**src/rtl/cache_pkg.sv**
```systemverilog
// Shared types and constants for the direct-mapped write-back cache controller.
// Holds the FSM state encoding, the default geometry and the cache line record.
package cache_pkg;

  localparam int ADDR_W    = 5;
  localparam int DATA_W    = 32;
  localparam int INDEX_W   = 3;
  localparam int TAG_W     = ADDR_W - INDEX_W;
  localparam int NUM_LINES = 2 ** INDEX_W;

  typedef enum logic [2:0] {
    IDLE,
    LOOKUP,
    WRITEBACK,
    ALLOCATE,
    DONE
  } state_t;

  typedef struct packed {
    logic              valid;
    logic              dirty;
    logic [TAG_W-1:0]  tag;
    logic [DATA_W-1:0] data;
  } line_t;

  // Counter increment that sticks at all-ones instead of wrapping.
  function automatic logic [15:0] sat_inc16(input logic [15:0] value);
    return (value == 16'hFFFF) ? value : value + 16'd1;
  endfunction

endpackage

```
**src/rtl/cache_ctrl_dm_if.sv**
```systemverilog
// CPU request port and main-memory port of the cache controller in one bundle.
// slave = controller view, master = CPU/memory side view.
interface cache_ctrl_dm_if #(
  parameter int ADDR_W = cache_pkg::ADDR_W,
  parameter int DATA_W = cache_pkg::DATA_W
);

  logic              cpu_req;
  logic              cpu_we;
  logic [ADDR_W-1:0] cpu_addr;
  logic [DATA_W-1:0] cpu_wdata;
  logic              cpu_ack;
  logic [DATA_W-1:0] cpu_rdata;

  logic [ADDR_W-1:0] mem_address;
  logic [DATA_W-1:0] mem_data;
  logic              mem_rden;
  logic              mem_wren;
  logic [DATA_W-1:0] mem_q;

  modport slave (
    input  cpu_req, cpu_we, cpu_addr, cpu_wdata, mem_q,
    output cpu_ack, cpu_rdata, mem_address, mem_data, mem_rden, mem_wren
  );

  modport master (
    output cpu_req, cpu_we, cpu_addr, cpu_wdata, mem_q,
    input  cpu_ack, cpu_rdata, mem_address, mem_data, mem_rden, mem_wren
  );

endinterface

```
**src/rtl/cache_line_array.sv**
```systemverilog
// Line storage for the direct-mapped cache: one combinational read port, one write port.
// Only valid/dirty are reset; tag and data are don't-care while a line is invalid.
module cache_line_array
  import cache_pkg::*;
(
  input  logic               clock,
  input  logic               i_rst_n,
  input  logic [INDEX_W-1:0] rd_idx,
  output line_t              rd_line,
  input  logic               wr_en,
  input  logic [INDEX_W-1:0] wr_idx,
  input  line_t              wr_line
);

  logic [TAG_W-1:0]     tag_mem  [NUM_LINES];
  logic [DATA_W-1:0]    data_mem [NUM_LINES];
  logic [NUM_LINES-1:0] valid_reg;
  logic [NUM_LINES-1:0] dirty_reg;

  always_ff @(posedge clock) begin
    if (wr_en) begin
      tag_mem[wr_idx]  <= wr_line.tag;
      data_mem[wr_idx] <= wr_line.data;
    end
  end

  always_ff @(posedge clock or negedge i_rst_n) begin
    if (!i_rst_n) begin
      valid_reg <= '0;
      dirty_reg <= '0;
    end else if (wr_en) begin
      valid_reg[wr_idx] <= wr_line.valid;
      dirty_reg[wr_idx] <= wr_line.dirty;
    end
  end

  // Read is combinational so LOOKUP sees the line written at the preceding edge.
  assign rd_line = {valid_reg[rd_idx], dirty_reg[rd_idx], tag_mem[rd_idx], data_mem[rd_idx]};

endmodule

```
**src/rtl/cache_ctrl_dm.sv**
```systemverilog
// Direct-mapped write-back / write-allocate cache controller between CPU and main memory.
// Define CACHE_STATS_EN to add saturating hit_count/miss_count outputs.
module cache_ctrl_dm #(
  parameter int ADDR_W  = cache_pkg::ADDR_W,
  parameter int DATA_W  = cache_pkg::DATA_W,
  parameter int INDEX_W = cache_pkg::INDEX_W
) (
  input  logic           clock,
  input  logic           i_rst_n,
  cache_ctrl_dm_if.slave bus
`ifdef CACHE_STATS_EN
  ,
  output logic [15:0]    hit_count,
  output logic [15:0]    miss_count
`endif
);

  import cache_pkg::*;

  localparam int TAG_W = ADDR_W - INDEX_W;

  state_t              state_reg;
  logic                req_we_reg;
  logic [ADDR_W-1:0]   req_addr_reg;
  logic [DATA_W-1:0]   req_wdata_reg;
  logic                first_lookup_reg;

  logic [INDEX_W-1:0]  req_idx;
  logic [TAG_W-1:0]    req_tag;
  line_t               rd_line;
  line_t               wr_line;
  logic                wr_en;
  logic                hit;

  assign req_idx = req_addr_reg[INDEX_W-1:0];
  assign req_tag = req_addr_reg[ADDR_W-1:INDEX_W];
  assign hit     = rd_line.valid && (rd_line.tag == req_tag);

  cache_line_array u_lines (
    .clock   (clock),
    .i_rst_n (i_rst_n),
    .rd_idx  (req_idx),
    .rd_line (rd_line),
    .wr_en   (wr_en),
    .wr_idx  (req_idx),
    .wr_line (wr_line)
  );

  // Write-hit merges into the line; writeback only drops dirty; allocate refills from memory.
  always_comb begin
    wr_en   = 1'b0;
    wr_line = rd_line;
    case (state_reg)
      LOOKUP: begin
        if (hit && req_we_reg) begin
          wr_en         = 1'b1;
          wr_line.dirty = 1'b1;
          wr_line.data  = req_wdata_reg;
        end
      end
      WRITEBACK: begin
        wr_en         = 1'b1;
        wr_line.dirty = 1'b0;
      end
      ALLOCATE: begin
        wr_en         = 1'b1;
        wr_line.valid = 1'b1;
        wr_line.dirty = 1'b0;
        wr_line.tag   = req_tag;
        wr_line.data  = bus.mem_q;
      end
      default: ;
    endcase
  end

  always_ff @(posedge clock or negedge i_rst_n) begin
    if (!i_rst_n) begin
      state_reg        <= IDLE;
      req_we_reg       <= 1'b0;
      req_addr_reg     <= '0;
      req_wdata_reg    <= '0;
      first_lookup_reg <= 1'b0;
      bus.cpu_ack      <= 1'b0;
      bus.cpu_rdata    <= '0;
      bus.mem_rden     <= 1'b0;
      bus.mem_wren     <= 1'b0;
      bus.mem_address  <= '0;
      bus.mem_data     <= '0;
    end else begin
      bus.cpu_ack     <= 1'b0;
      bus.mem_rden    <= 1'b0;
      bus.mem_wren    <= 1'b0;
      bus.mem_address <= '0;
      bus.mem_data    <= '0;
      case (state_reg)
        IDLE: begin
          if (bus.cpu_req) begin
            req_we_reg       <= bus.cpu_we;
            req_addr_reg     <= bus.cpu_addr;
            req_wdata_reg    <= bus.cpu_wdata;
            first_lookup_reg <= 1'b1;
            state_reg        <= LOOKUP;
          end
        end
        LOOKUP: begin
          first_lookup_reg <= 1'b0;
          if (hit) begin
            if (!req_we_reg) begin
              bus.cpu_rdata <= rd_line.data;
            end
            bus.cpu_ack <= 1'b1;
            state_reg   <= DONE;
          end else if (rd_line.valid && rd_line.dirty) begin
            // Memory enables are set one edge early so they line up with the state.
            bus.mem_wren    <= 1'b1;
            bus.mem_address <= {rd_line.tag, req_idx};
            bus.mem_data    <= rd_line.data;
            state_reg       <= WRITEBACK;
          end else begin
            bus.mem_rden    <= 1'b1;
            bus.mem_address <= req_addr_reg;
            state_reg       <= ALLOCATE;
          end
        end
        WRITEBACK: begin
          bus.mem_rden    <= 1'b1;
          bus.mem_address <= req_addr_reg;
          state_reg       <= ALLOCATE;
        end
        ALLOCATE: state_reg <= LOOKUP;
        DONE:     state_reg <= IDLE;
        default:  state_reg <= IDLE;
      endcase
    end
  end

`ifdef CACHE_STATS_EN
  // Only the first LOOKUP of a request is classified; the post-refill re-lookup is skipped.
  always_ff @(posedge clock or negedge i_rst_n) begin
    if (!i_rst_n) begin
      hit_count  <= '0;
      miss_count <= '0;
    end else if (state_reg == LOOKUP && first_lookup_reg) begin
      if (hit) begin
        hit_count <= sat_inc16(hit_count);
      end else begin
        miss_count <= sat_inc16(miss_count);
      end
    end
  end
`endif

endmodule

```
**src/flat_wrapper.sv**
```systemverilog
// flat-port wrapper written by rule: the top's interface ports become plain ports
module cache_ctrl_dm_flat import cache_pkg::*;
#(
  parameter int ADDR_W  = cache_pkg::ADDR_W,
  parameter int DATA_W  = cache_pkg::DATA_W,
  parameter int INDEX_W = cache_pkg::INDEX_W
)
  (clock, i_rst_n, bus_cpu_req, bus_cpu_we, bus_cpu_addr, bus_cpu_wdata, bus_mem_q, bus_cpu_ack, bus_cpu_rdata, bus_mem_address, bus_mem_data, bus_mem_rden, bus_mem_wren);
  cache_ctrl_dm_if #(.ADDR_W(ADDR_W), .DATA_W(DATA_W)) bus_i ();
  input  logic clock;
  input  logic i_rst_n;
  input wire logic [$bits(bus_i.cpu_req)-1:0] bus_cpu_req;
  input wire logic [$bits(bus_i.cpu_we)-1:0] bus_cpu_we;
  input wire logic [$bits(bus_i.cpu_addr)-1:0] bus_cpu_addr;
  input wire logic [$bits(bus_i.cpu_wdata)-1:0] bus_cpu_wdata;
  input wire logic [$bits(bus_i.mem_q)-1:0] bus_mem_q;
  output wire logic [$bits(bus_i.cpu_ack)-1:0] bus_cpu_ack;
  output wire logic [$bits(bus_i.cpu_rdata)-1:0] bus_cpu_rdata;
  output wire logic [$bits(bus_i.mem_address)-1:0] bus_mem_address;
  output wire logic [$bits(bus_i.mem_data)-1:0] bus_mem_data;
  output wire logic [$bits(bus_i.mem_rden)-1:0] bus_mem_rden;
  output wire logic [$bits(bus_i.mem_wren)-1:0] bus_mem_wren;
  assign bus_i.cpu_req = bus_cpu_req;
  assign bus_i.cpu_we = bus_cpu_we;
  assign bus_i.cpu_addr = bus_cpu_addr;
  assign bus_i.cpu_wdata = bus_cpu_wdata;
  assign bus_i.mem_q = bus_mem_q;
  assign bus_cpu_ack = bus_i.cpu_ack;
  assign bus_cpu_rdata = bus_i.cpu_rdata;
  assign bus_mem_address = bus_i.mem_address;
  assign bus_mem_data = bus_i.mem_data;
  assign bus_mem_rden = bus_i.mem_rden;
  assign bus_mem_wren = bus_i.mem_wren;
  cache_ctrl_dm #(.ADDR_W(ADDR_W), .DATA_W(DATA_W), .INDEX_W(INDEX_W)) u_core (.clock(clock), .i_rst_n(i_rst_n), .bus(bus_i));
endmodule
```
**config.mk**
```make
export PLATFORM = sky130hd
export DESIGN_NAME = cache_ctrl_dm_flat
export DESIGN_NICKNAME = d
export VERILOG_FILES = /design/src/rtl/cache_pkg.sv /design/src/rtl/cache_ctrl_dm_if.sv /design/src/rtl/cache_line_array.sv /design/src/rtl/cache_ctrl_dm.sv /design/src/flat_wrapper.sv
export SDC_FILE = /design/constraint.sdc
export NUM_CORES = 1
export LEC_CHECK = 0
export BUFFER_PORTS_ARGS = -buffer_cell sky130_fd_sc_hd__buf_2
export CAP_MARGIN = 25
export CORE_MARGIN = 1
export CORE_UTILIZATION = 30
export CTS_BUF_LIST = sky130_fd_sc_hd__clkbuf_16
export CTS_CLUSTER_DIAMETER = 200
export DETAILED_ROUTE_END_ITERATION = 7
export PLACE_DENSITY = 0.51
export RECOVER_POWER = 25
export SYNTH_ARGS = -nofsm -noshare
export SYNTH_HDL_FRONTEND = slang
export SYNTH_HIERARCHICAL = 1
export SYNTH_SLANG_ARGS = --single-unit
```
**constraint.sdc**
```tcl
create_clock -name clock -period 8.3 [get_ports clock]
set_clock_uncertainty 0.1 [all_clocks]
set_input_delay 1.66 -clock clock [delete_from_list [all_inputs] [get_ports clock]]
set_output_delay 1.66 -clock clock [all_outputs]
set_load 0.02 [all_outputs]
```
Word-level counts from Yosys, hierarchy flattened. Memory sizes are Yosys's and may differ from the RTL's. Cells that the tools add are included.

Memories kept: 2. Bits in registers: 129. Output and inout port bits: 72. Memory bits (writable): 272.

Memory list: u_core.u_lines.data_mem (depth 8, bits a word 32, read ports 1, clocked after Yosys merged registers in 0, write ports 1, RTL line cache_line_array.sv:16) `logic [DATA_W-1:0] data_mem [NUM_LINES];`; u_core.u_lines.tag_mem (depth 8, bits a word 2, read ports 1, clocked after Yosys merged registers in 0, write ports 1, RTL line cache_line_array.sv:15) `logic [TAG_W-1:0] tag_mem [NUM_LINES];`.

Order comparisons: 2. Muxes and demuxes: 36. Bitwise operators: 1. Eq/ne operators: 5. Reductions and logical operators: 8.

Operator list (number): $mux 32 (4); $pmux 32 s2 (1); $bwmux 8 (2); $mux 1 (16); $pmux 3 s4 (1); $mux 5 (2); $pmux 5 s2 (1); $bmux 1 s3 (2); $eq 3x2->1 const B (2); $mux 3 (2); $pmux 1 s2 (3); $logic_and 1x1->1 (4); $lt 3x4->1 const B (1); $demux 1 s3 (1); $eq 3x1->1 const B (1); $ge 3x1->1 const B (1); $logic_not 3->1 (1); $reduce_and 3->1 (1); $eq 2x2->1 (1); $mux 2 (1); $ne 2x2->1 const B (1); $reduce_and 2->1 (1); $reduce_or 2->1 (1); $not 1->1 (1).

Longest topological paths before layout. Gate-level depths: netlist (run 1).

Word-level depth: 8. Depth in mapped cells: 11. Gate-level depth less buffers: 7.

Cells and area by module. Netlist (run 1), hierarchy kept.

By module, submodules not included: cache_line_array (area each 11275.8 µm², instances 1, cells an instance 443, seq. area each 8568.2 µm²); cache_ctrl_dm (area each 4835.9 µm², instances 1, cells an instance 337, seq. area each 2827.7 µm²).

Least setup slack after synthesis (run 1). Ideal clock, no wire load.

Path kind: reg2reg. Start point: reg u_core.req_addr_reg[0]. End point: reg u_core.u_lines.dirty_reg[0]. Library setup time: 0.083 ns. Stages on the path, launching flop included: 11. Arrival time: 7.100 ns. Setup slack: 1.017 ns. Cell sequence: dfrtp_1 > buf_6 > buf_6 > mux4_1 > mux2_2 > xor2_1 > or3_1 > buf_2 > o21ai_0 > nor4b_1 > mux2_2.

RTL lines: from (decl) (RTL line cache_ctrl_dm.sv:24) `logic [ADDR_W-1:0] req_addr_reg;`; from (signal assigned) (RTL line cache_ctrl_dm.sv:99) `req_addr_reg <= bus.cpu_addr;`; to (signal, indexed assignment) (RTL line cache_line_array.sv:33) `dirty_reg[wr_idx] <= wr_line.dirty;`; to (decl) (RTL line cache_line_array.sv:18) `logic [NUM_LINES-1:0] dirty_reg;`.

==> results of run 1 <==
[metal layers]
| layer | up-vias | track usage | share of wire |
|---|---|---|---|
| met5 | - | 0 | 0 |
| met4 | 0 | 0.03937 | 0.021 |
| met3 | 53 | 0.02712 | 0.041 |
| met2 | 162 | 0.2220 | 0.48 |
| met1 | 4193 | 0.1870 | 0.46 |
| li1 | 3519 | - | - |
[final cells by class]
cell class / count / area, um^2
clock buffer: 47 / 1176
clock inverter: 37 / 407.9
fill: 4971 / 33620
inverter: 5 / 18.77
multi-input combinational: 332 / 4459
sequential: 401 / 11400
tap: 688 / 860.8
timing repair buffer: 161 / 817.0
[path summary, 6_finish.rpt]
check,end,start,depth (start not counted)
hold reg to reg,u_core/u_lines/dirty_reg[0],u_core/u_lines/dirty_reg[0],1
setup reg to reg,u_core/u_lines/dirty_reg[4],u_core/req_addr_reg[0],8
max in group asynchronous,u_core/req_addr_reg[2],i_rst_n,2
setup / recovery,u_core/u_lines/dirty_reg[4],u_core/req_addr_reg[0],8
hold / removal,u_core/u_lines/dirty_reg[0],u_core/u_lines/dirty_reg[0],1
min in group asynchronous,u_core/req_wdata_reg[6],i_rst_n,1
[per-stage QoR]
stage          cells  power [mW]  hold WS, ns    util  setup WS, ns
2_1_floorplan    780       5.329       0.3703       -         1.017
3_3_place_gp    1585       6.196       0.3864  0.3334         3.197
3_5_place_dp    1587       6.290       0.3888  0.3341         3.044
4_1_cts         1671       8.433       0.4031  0.3642         3.041
5_1_grt         1671       8.727       0.4152  0.3628         1.415
6_report        1671       8.274       0.4003  0.3628         1.845
[kinds of logic (layout without fill, tap and decap cells)]
| kind of cell | Yosys count | count (layout) | synth area share |
|---|---|---|---|
| xor+xnor | 2 | 2 | 0.001087 |
| simple gates | 60 | 60 | 0.02570 |
| mux | 196 | 196 | 0.2111 |
| compound gates | 74 | 74 | 0.03627 |
| buf+inv | 47 | 250 | 0.01856 |
| flops | 401 | 401 | 0.7073 |
[placed cells by master (no fill, tap or decap), types with 8 or more instances in the layout]
cell       instances
clkbuf_1          39
clkinv_2           9
a22o_1            34
edfxtp_1         272
mux2_4            30
bufinv_16          8
mux4_1            72
a21o_1            33
inv_1              8
dfrtp_1          127
clkbuf_16         47
and2_1            32
buf_4             12
mux2_2            88
buf_2            107
[power groups by stage]
stage                     Clock (mW)  Combinational (mW)  Sequential, mW
after detailed placement           0                2.78            3.51
after CTS                       2.17                2.78            3.48
after floorplan                    0                1.84            3.49
final                           2.11                2.70            3.46
after global placement             0                2.70            3.50
after global routing            2.25                2.95            3.53
==> reports/qor.yml, run 1 <==
holdBufCountCts: 0
finalHoldViolCount: 0
ys_async_sr_fraction: 0.3217
report.final.slew_viol_count: 181
insertion_delay_ns: 0.58
p_sw_mw: 2.663
drc_errors: 0
rsz0062_at_grt: "no"
finalWirelength_mm: 36.80
cts_tree: "built"
crit_top_cell: "mux2_2"
synth.area.top_cells: "edfxtp_1 (51%), dfrtp_1 (20%), mux4_1 (12%)"
via_per_inst: 4.744
yosys-top-cells-count: "edfxtp_1 (272), dfrtp_1 (129), mux2_2 (94), mux4_1 (72), a22o_1 (34)"
antenna_left: 0
cp_num_buf_inv: 1
min_path_type: "register to register"
cts.sinks: 401
path_max_fanout: 48
clock.fmax_mhz: 154.9
synth_seq_cells: 401
cts_setup_buffers: 0
die_y_um: 233.7
synth_warnings: 6
leakage_nw: 7.513
cts_buffers: 46
root_buffer: "clkbuf_16"
synth_most_common_cell: "edfxtp_1"
clk_pin_slew_worst_paths_ns: 0.06
peakVddDrop_uv: 225.6
ios: 145
grt_max_degree: 71
synth_edf_count: 272
seq_area_frac_synth: 0.7073
path_class: "register to register"
place_area_um2: 17630
die_x_um: 233.7
largest_register_ffs: 256
synthFlopType: "edfxtp_1"
clkPwrFrac: 0.255
synth_top_cell_by_area: "edfxtp_1"
setup_viol_count_final: 0
start_util: 0.3054
regToRegSetupSlack_ns: 1.84
combPwrFrac: 0.326
p_sw_frac: 0.3218
cp-end-kind: "register"
area_growth_pct: 18.80
dr.pass1.iters: 6
antenna_found_initial: 1
finalNetCount: 1020
clock_path_buffers: 3
cp_slowest_cell: "dfrtp_1"
period_share: 0.7777
synth_cells: 780
grt_pass1_vias: 8330
gp_congestion: 0.6925
mappedNetlistArea_um2: 16110
num_rows: 84
drive_gt1_frac: 0.3327
core-area_um2: 52760
finalSetupTns_ns: 0
diodes: 0
avgRoutedWirePerCell_um: 22.02
htree_num_levels: 2
min_period_ns: 6.455
seqPwrFrac: 0.419
grt_pass1_wl_mm: 54.77
syn_nets: 853
cap_violations: 3
arrival_ns: 6.82
cp-start-kind: "register"
place_hpwl_mm: 21.36
slew_headroom: -1.424
synthDominantCellAreaShare: 0.5070
tightestPinTransition_ns: 3.637
drt-initial-drc-count: 505
grt-ovfl-total: 0
failed_checks: "capacitance limit, slew limit"
synth_area_per_cell_um2: 20.66
status: "complete, but fails checks"
ys_types: 34
grt_usage: 0.1372
regMostFlops: "u_core/u_lines/data_mem"
cp_slowest_stage_delay_ns: 2.12
crit_chain: "mux4_1 -> mux2_2 -> xor2_1 -> or3_1 -> o21ai_0 -> and4bb_2 -> buf_4 -> mux2_2"
vias: 7927
post_cts_resize_count: 0
p_int_mw: 5.612
p_per_area_nw_per_um2: 432.3
required_ns: 8.66
numPortBuffers: 144
cp_top_family: "flip-flops"
die-area_um2: 54640
final_cell_area_um2: 19140
Power figures use the tool's default switching activity.
==> inputs of run 2 (changes only) <==
PLACE_DENSITY = 0.53   (was 0.51)
clock period = 5.2 ns   (was 8.3 ns; I/O delays follow)
==> reports/qor.yml, run 2 (synthesis gave the netlist of run 1 again) <==
status: "complete, but fails checks"
failed_checks: "capacitance limit, slew limit"
grt_usage: 0.1339  # -0.003291
drc_errors: 0  # unchanged
finalNetCount: 1029  # +0.88%
start_util: 0.3054  # unchanged
cts_buffers: 44  # -4.3%
leakage_nw: 7.485  # -0.37%
worst_hold_slack_ns: 0.3652  # -0.03509 ns
clock.fmax_mhz: 253.1  # +63%
setup_viol_count_final: 0  # unchanged
preCtsSetupSlack_ns: 1.236  # -1.808 ns
htree_num_levels: 2  # unchanged
cap_violations: 3  # unchanged
tightestPinTransition_ns: 2.281  # -1.356 ns
min_period_ns: 3.950  # -2.505 ns
core-area_um2: 52760  # unchanged
path_max_fanout: 19  # -60%
cp_slowest_cell: "dfrtp_4"
vias: 7941  # +0.18%
min_path_type: "input port to asynchronous set/reset pin"
report.final.slew_viol_count: 98  # -46%
grt-ovfl-total: 0  # unchanged
clock_path_buffers: 3  # unchanged
holdBufCountCts: 0  # unchanged
final_cell_mix: "edfxtp_1 (272), dfrtp_1 (126), mux2_2 (94)"
grt_pass1_wl_mm: 53.72  # -1.9%
setup_slack_ns: 1.250  # -0.5952 ns
insertion_delay_ns: 0.56  # -0.02 ns
rsz0062_at_grt: "no"
post_cts_resize_count: 0  # unchanged
area_growth_pct: 18.81  # about the same
r2r-end: "u_core/u_lines/data_mem[1][17]"
die_x_um: 233.7  # unchanged
diodes: 0  # unchanged
regMostFlops: "u_core/u_lines/data_mem"
slew_headroom: -0.5207  # +0.9037
die-area_um2: 54640  # unchanged
arrival_ns: 4.10  # -2.72 ns
period_share: 0.7597  # -0.01804
required_ns: 5.34  # -3.32 ns
path_class: "register to register"
crit_chain: "mux4_1 -> mux2_2 -> xor2_1 -> or3_1 -> o21ai_0 -> buf_4 -> and4bb_2 -> buf_4"
p_per_area_nw_per_um2: 680.3  # +57%
via_per_inst: 4.730  # -0.30%
num_rows: 84  # unchanged
cts.sinks: 401  # unchanged
dr.pass1.iters: 7  # +1
root_buffer: "clkbuf_16"
regToRegSetupSlack_ns: 1.25  # -0.60 ns
drive_gt1_frac: 0.3169  # -0.01580
clk_pin_slew_worst_paths_ns: 0.06  # about the same
largest_register_ffs: 256  # unchanged
die_y_um: 233.7  # unchanged
cts_setup_buffers: 0  # unchanged
cp-start-kind: "register"
worstReg2RegStart: "u_core/req_addr_reg[0]"
cts_tree: "built"
cp_slowest_stage_delay_ns: 0.64  # -1.48 ns
drt-initial-drc-count: 466  # -7.7%
antenna_found_initial: 0  # -1
avgRoutedWirePerCell_um: 21.60  # -1.9%
finalWirelength_mm: 36.26  # -1.5%
antenna_left: 0  # unchanged
numPortBuffers: 144  # unchanged
peakVddDrop_uv: 272.4  # +21%
grt_max_degree: 58  # -18%
layout_commonest_cell: "edfxtp_1"
place_hpwl_mm: 22.27  # +4.2%
crit_top_cell: "buf_4"
finalSetupTns_ns: 0  # unchanged
ios: 145  # unchanged
rr_worst_depth: 8  # unchanged
cp-end-kind: "register"
gp_congestion: 0.7003  # +1.1%
grt_pass1_vias: 8413  # +1.0%
finalHoldViolCount: 0  # unchanged
## run 2: how the worst max path moves through the flow
| stage | start | endpoint | slack, ns | cells after the start |
|---|---|---|---|---|
| floorplan | u_core/req_addr_reg[0] | u_core/u_lines/dirty_reg[0] | 0.51 | 10 |
| CTS | u_core/req_addr_reg[0] | u_core/u_lines/data_mem[1][17] | 1.22 | 8 |
| detailed placement | u_core/req_addr_reg[0] | u_core/u_lines/data_mem[1][17] | 1.24 | 8 |
| finish | u_core/req_addr_reg[0] | u_core/u_lines/data_mem[1][17] | 1.25 | 8 |
| global placement | u_core/req_addr_reg[0] | u_core/u_lines/data_mem[1][20] | 1.28 | 8 |
| global route | u_core/req_addr_reg[0] | u_core/u_lines/data_mem[1][17] | 1.10 | 8 |
## run 2: layout make-up
type | count | area [um^2]
clock buffer | 46 | 1151
multi-input combinational | 332 | 4468
clock inverter | 35 | 286.5
timing repair buffer | 172 | 952.2
fill | 4966 | 33620
tap | 688 | 860.8
sequential | 401 | 11400
inverter | 5 | 18.77
## run 2: report_power, final
part           internal [mW]  switching [mW]
Combinational           1.86            2.54
Sequential              5.10           0.422
Clock                   1.84            1.25
Total                   8.81            4.21
## run 2: worst max-delay path: cells and delay by family (launching register included)
kind                   cells  cell delay [ns]
buffers and inverters      2             0.53
AO/OA/AOI/OAI              1             0.25
XOR/XNOR                   1             0.20
flip-flops                 1             0.64
multiplexers               2             0.92
AND/OR/NAND/NOR            2             0.96
## run 2: layer usage
metal | wire [um] | vias up | track usage
met5 | 0 | - | 0
met4 | 880 | 0 | 0.04221
met3 | 1589 | 55 | 0.02614
met2 | 17870 | 211 | 0.2222
met1 | 15920 | 4127 | 0.1765
li1 | - | 3548 | -
## run 2: through the flow
stage,instance area (um^2),util,std cells,power (mW)
after floorplan,16130,-,780,8.511
after global placement,17760,0.3365,1596,10.00
after detailed placement,17790,0.3372,1598,10.14
after CTS,19230,0.3644,1679,13.29
after global routing,19140,0.3628,1679,13.71
final,19140,0.3628,1679,13.02
